==> config.mk <==
export PLATFORM = sky130hd
export DESIGN_NAME = dmem_arbiter
export DESIGN_NICKNAME = d
export VERILOG_FILES = /design/src/rtl/dmem_arbiter.sv
export SDC_FILE = /design/constraint.sdc
export NUM_CORES = 1
export LEC_CHECK = 0
export CORE_ASPECT_RATIO = 0.7
export CORE_MARGIN = 2
export CORE_UTILIZATION = 32
export DETAILED_ROUTE_END_ITERATION = 16
export PLACE_DENSITY = 0.87
export SYNTH_ARGS = -nofsm -noshare
export SYNTH_HDL_FRONTEND = slang
export SYNTH_SLANG_ARGS = --single-unit
==> constraint.sdc <==
create_clock -name clk -period 1.8 [get_ports clk]
set_input_delay 0.27 -clock clk [delete_from_list [all_inputs] [get_ports clk]]
set_output_delay 0.27 -clock clk [all_outputs]
set_load 0.02 [all_outputs]
==> src/rtl/dmem_arbiter.sv <==
// Data-memory port arbiter between the MEM-stage core and a debug/loader port.
// Define DMEM_ARB_FAIRNESS_EN to enable the forced debug grant after MAX_WAIT blocked cycles.
module dmem_arbiter #(
  parameter int DATA_W     = 32,
  parameter int DM_ADDRESS = 9,
  parameter int MAX_WAIT   = 8,
  parameter int CNT_W      = 16
) (
  input  logic                  clk,
  input  logic                  reset,
  input  logic                  core_rd,
  input  logic                  core_wr,
  input  logic [DM_ADDRESS-1:0] core_addr,
  input  logic [DATA_W-1:0]     core_wdata,
  input  logic [2:0]            core_func3,
  output logic [DATA_W-1:0]     core_rdata,
  output logic                  core_stall,
  input  logic                  dbg_valid,
  input  logic                  dbg_we,
  input  logic [DM_ADDRESS-1:0] dbg_addr,
  input  logic [DATA_W-1:0]     dbg_wdata,
  output logic                  dbg_ready,
  output logic                  dbg_rvalid,
  output logic [DATA_W-1:0]     dbg_rdata,
  output logic                  mem_rd,
  output logic                  mem_wr,
  output logic [DM_ADDRESS-1:0] mem_addr,
  output logic [DATA_W-1:0]     mem_wdata,
  output logic [2:0]            mem_func3,
  input  logic [DATA_W-1:0]     mem_rdata,
  output logic [CNT_W-1:0]      stall_cnt
);

  localparam logic [7:0] MAX_WAIT_C = 8'(MAX_WAIT);

  typedef enum logic {ST_IDLE, ST_WAIT} wait_st_e;

  wait_st_e            state_q, state_d;
  logic [7:0]          wait_cnt_q, wait_cnt_d;
  logic                dbg_rvalid_q, dbg_rvalid_d;
  logic [DATA_W-1:0]   dbg_rdata_q, dbg_rdata_d;
  logic [CNT_W-1:0]    stall_cnt_q, stall_cnt_d;

  logic core_req;
  logic force_grant;
  logic gnt_dbg;
  logic blocked;

  assign core_req = core_rd | core_wr;

`ifdef DMEM_ARB_FAIRNESS_EN
  assign force_grant = (wait_cnt_q == MAX_WAIT_C);
`else
  assign force_grant = 1'b0;
`endif

  assign gnt_dbg = dbg_valid & (~core_req | force_grant);
  assign blocked = dbg_valid & ~gnt_dbg;

  // Memory read data goes straight back to the core; memory resolves rd+wr as a write.
  assign core_rdata = mem_rdata;

  // NOTE: every output of a combinational block gets a default first so no
  // path leaves it unassigned and synthesis cannot infer a latch.
  always_comb begin
    mem_rd     = core_rd;
    mem_wr     = core_wr;
    mem_addr   = core_addr;
    mem_wdata  = core_wdata;
    mem_func3  = core_func3;
    dbg_ready  = 1'b0;
    core_stall = 1'b0;
    if (gnt_dbg) begin
      mem_rd     = ~dbg_we;
      mem_wr     = dbg_we;
      mem_addr   = dbg_addr;
      mem_wdata  = dbg_wdata;
      mem_func3  = 3'b010;
      dbg_ready  = 1'b1;
      core_stall = core_req;
    end
  end

  // Counts consecutive cycles the debug request has been refused.
  always_comb begin
    state_d    = state_q;
    wait_cnt_d = wait_cnt_q;
    unique case (state_q)
      ST_IDLE: begin
        if (blocked) begin
          state_d    = ST_WAIT;
          wait_cnt_d = 8'd1;
        end
      end
      ST_WAIT: begin
        if (!blocked) begin
          state_d    = ST_IDLE;
          wait_cnt_d = 8'd0;
        end else if (wait_cnt_q != MAX_WAIT_C) begin
          wait_cnt_d = wait_cnt_q + 8'd1;
        end
      end
      default: begin
        state_d    = ST_IDLE;
        wait_cnt_d = 8'd0;
      end
    endcase
  end

  always_comb begin
    dbg_rvalid_d = gnt_dbg & ~dbg_we;
    dbg_rdata_d  = dbg_rvalid_d ? mem_rdata : dbg_rdata_q;
    stall_cnt_d  = stall_cnt_q;
    if (core_stall && !(&stall_cnt_q)) stall_cnt_d = stall_cnt_q + CNT_W'(1);
  end

  // NOTE: state registers use non-blocking assignments so every flop samples
  // the pre-edge value of every other flop, independent of statement order.
  always_ff @(posedge clk or negedge reset) begin
    if (!reset) begin
      state_q      <= ST_IDLE;
      wait_cnt_q   <= 8'd0;
      dbg_rvalid_q <= 1'b0;
      dbg_rdata_q  <= '0;
      stall_cnt_q  <= '0;
    end else begin
      state_q      <= state_d;
      wait_cnt_q   <= wait_cnt_d;
      dbg_rvalid_q <= dbg_rvalid_d;
      dbg_rdata_q  <= dbg_rdata_d;
      stall_cnt_q  <= stall_cnt_d;
    end
  end

  assign dbg_rvalid = dbg_rvalid_q;
  assign dbg_rdata  = dbg_rdata_q;
  assign stall_cnt  = stall_cnt_q;

endmodule

==> results.sh <==
export IMPL_criticalPathCategory="input pin to output port"
export IMPL_antenna_left=0
export IMPL_numPortBuffers=250
export IMPL_syn_inst=189
export IMPL_fin_crit_sh=0.985
export IMPL_syn_nets=312
export IMPL_max_freq_mhz=564
export IMPL_numCtsBuffers=5
export IMPL_die_x_um=110
export IMPL_start_util=0.336
export IMPL_n_antenna_cell=0
export IMPL_final_hold_violation_count=0
export IMPL_rsz0062_at_grt="no"
export IMPL_path_max_fanout=5
export IMPL_ios=252
export IMPL_clk_pin_slew_ns=0.09
export IMPL_worstSetupStartpointType="input pin"
export IMPL_die_area_um2=8550
export IMPL_grt_pass1_wl_um=14200
export IMPL_syn_area_um2=2500
export IMPL_detailed_place_hpwl_um=7330
export IMPL_coreArea_um2=7450
export IMPL_crit_top_cell="buf_6"
export IMPL_cts_max_level=2
export IMPL_cpMaxStageDelayCell="mux2_4"
export IMPL_wl_per_cell_um=20.2
export IMPL_cp_slowest_stage_delay_ns=0.31
export IMPL_syn2layout_area_growth_pct=110
export IMPL_fin_cells=510
export IMPL_cts_sinks=49
export IMPL_final_layout_size_suffix_gt1_frac=0.369
export IMPL_setup_viol_count_final=0
export IMPL_seq_area_frac_synth=0.490
export IMPL_power_total_uw=3580
export IMPL_drv_cap=0
export IMPL_dp_cells=490
export IMPL_cp_data_required_time_ns=1.53
export IMPL_post_route_util=0.704
export IMPL_postRouteWirelength_um=10300
export IMPL_die_y_um=78.0
export IMPL_overflow=0
export IMPL_fin_hold_ws_ns=0.382
export IMPL_ys_types=16
export IMPL_status="finished, final reports clean"
export IMPL_nets=534
export IMPL_cts_tree="yes"
export IMPL_root_buffer="clkbuf_8"
export IMPL_cp_end_kind="output port"
export IMPL_grt_pass1_vias=2498
export IMPL_finalMaxSlewViolations=0
export IMPL_worst_ep_arrival_time_ns=1.50
export IMPL_final_common_cell="clkdlybuf4s50_1"
export IMPL_synth_seq_cells=49
export IMPL_skew_ns=0
export IMPL_clk_path_buf_depth=2
export IMPL_most_common_layout_cells="199 x clkdlybuf4s50_1, 49 x dfrtp_1, 46 x mux2_2"
export IMPL_grt_usage=0.222
export IMPL_syn_avg_cell_area_um2=13.2
export IMPL_first_iter_violations=54
export IMPL_gp_congestion=0.769
export IMPL_insertion_delay_ns=0.29
export IMPL_firstDrtPassIters=4
export IMPL_rows=26
export IMPL_antenna_found_initial=0
export IMPL_crit_chain="buf_6 > nor3b_4 > buf_6 > buf_12 > buf_16 > mux2_4 > buf_6"
export IMPL_fin_setup_tns_ns=0
export IMPL_powerDensity_nw_per_um2=682
export IMPL_yosysWarnings=0
export IMPL_hp_class="register to register"
export IMPL_vias=2290
export IMPL_grt_max_degree=30
export IMPL_peakVddDrop_v=0.000453
export IMPL_p_leak_uw=0.00228
export IMPL_period_minus_slack_ns=1.77
export IMPL_viasPerCell=4.49
export IMPL_drc=0
-- layer usage --
layer  vias up  routed length, µm  global-route usage  share of wire
met2       110               5260               0.383           0.51
met5         -                  0                   0              0
met1      1118               4000               0.271           0.39
met3        14                865              0.0655          0.084
met4         0                165              0.0544          0.016
li1       1048                  -                   -              -
-- area by class of cell --
type,instances,area [µm²]
Clock buffer,6,72.6
Clock inverter,2,13.8
Timing Repair Buffer,272,2800
Tap cell,98,123
Multi-Input combinational cell,82,1010
Sequential cell,49,1230
Fill cell,552,2200
Inverter,1,3.75
-- critical path, delay by kind of cell --
family / cells / cell delay (ns)
buf+inv: 5 / 0.65
mux: 1 / 0.31
simple gates: 1 / 0.26
-- state kept, by name (all words and copies together) (netlist names) --
signal      flops
dbg_rvalid      1
stall_cnt      16
dbg_rdata      32
-- through the flow --
step | area [µm²] | worst slack, ns
after floorplan | 2500 | 0.286
after global placement | 4850 | -0.662
after detailed placement | 4850 | -0.689
after CTS | 5110 | -0.0539
after global routing | 5250 | 0.0139
final | 5250 | 0.0275
-- synth_stat cells --
master    count  share of area
mux2_2       72           0.32
conb_1        1         0.0015
clkbuf_1     16          0.024
dfrtp_1      49           0.49
buf_2         1         0.0020
nor2_1        1         0.0015
nor3b_1       1         0.0030
or2_2         1         0.0025
a31o_2        1         0.0035
inv_1         1         0.0015
buf_4        37           0.11
a21o_1        1         0.0030
buf_6         3          0.013
nor4b_4       1         0.0095
nor2b_1       2         0.0050
mux2_1        1         0.0045
-- timing repair --
action                     in CTS  in global routing
buffers inserted                5                  2
gates cloned                    5                  2
hold endpoints to repair       20                  0
hold buffers                    1                  0
pin swaps                       1                  1
gates resized for setup       252                 40
setup endpoints to repair      47                 42
-- power by group --
part	internal [µW]	leakage, µW	switching [µW]
clock	278	0.0000456	366
sequential	1260	0.000621	77.2
combinational	921	0.00161	676
-- logic make-up after synthesis --
| logic type | count (synthesis) | synth area share |
|---|---|---|
| flip-flops | 49 | 0.490 |
| AND/OR/NAND/NOR | 6 | 0.0215 |
| other | 1 | 0.00150 |
| multiplexers | 73 | 0.329 |
| AO/OA/AOI/OAI | 2 | 0.00650 |
| buffers and inverters | 58 | 0.152 |
-- worst paths after layout --
path / startpoint / endpoint / slack, ns / cells past startpoint
max: core_rd / mem_wdata[8] / 0.03 / 7
min: stall_cnt[10]$_DFFE_PN0P_ / stall_cnt[10]$_DFFE_PN0P_ / 0.38 / 0
max reg2reg: dbg_rdata[15]$_DFFE_PN0P_ / dbg_rdata[15]$_DFFE_PN0P_ / 1.02 / 1
min reg2reg: stall_cnt[10]$_DFFE_PN0P_ / stall_cnt[10]$_DFFE_PN0P_ / 0.38 / 0
max in group asynchronous: reset / dbg_rdata[11]$_DFFE_PN0P_ / 0.83 / 3
min in group asynchronous: reset / stall_cnt[13]$_DFFE_PN0P_ / 0.45 / 2
(Power assumes the default switching activity.)
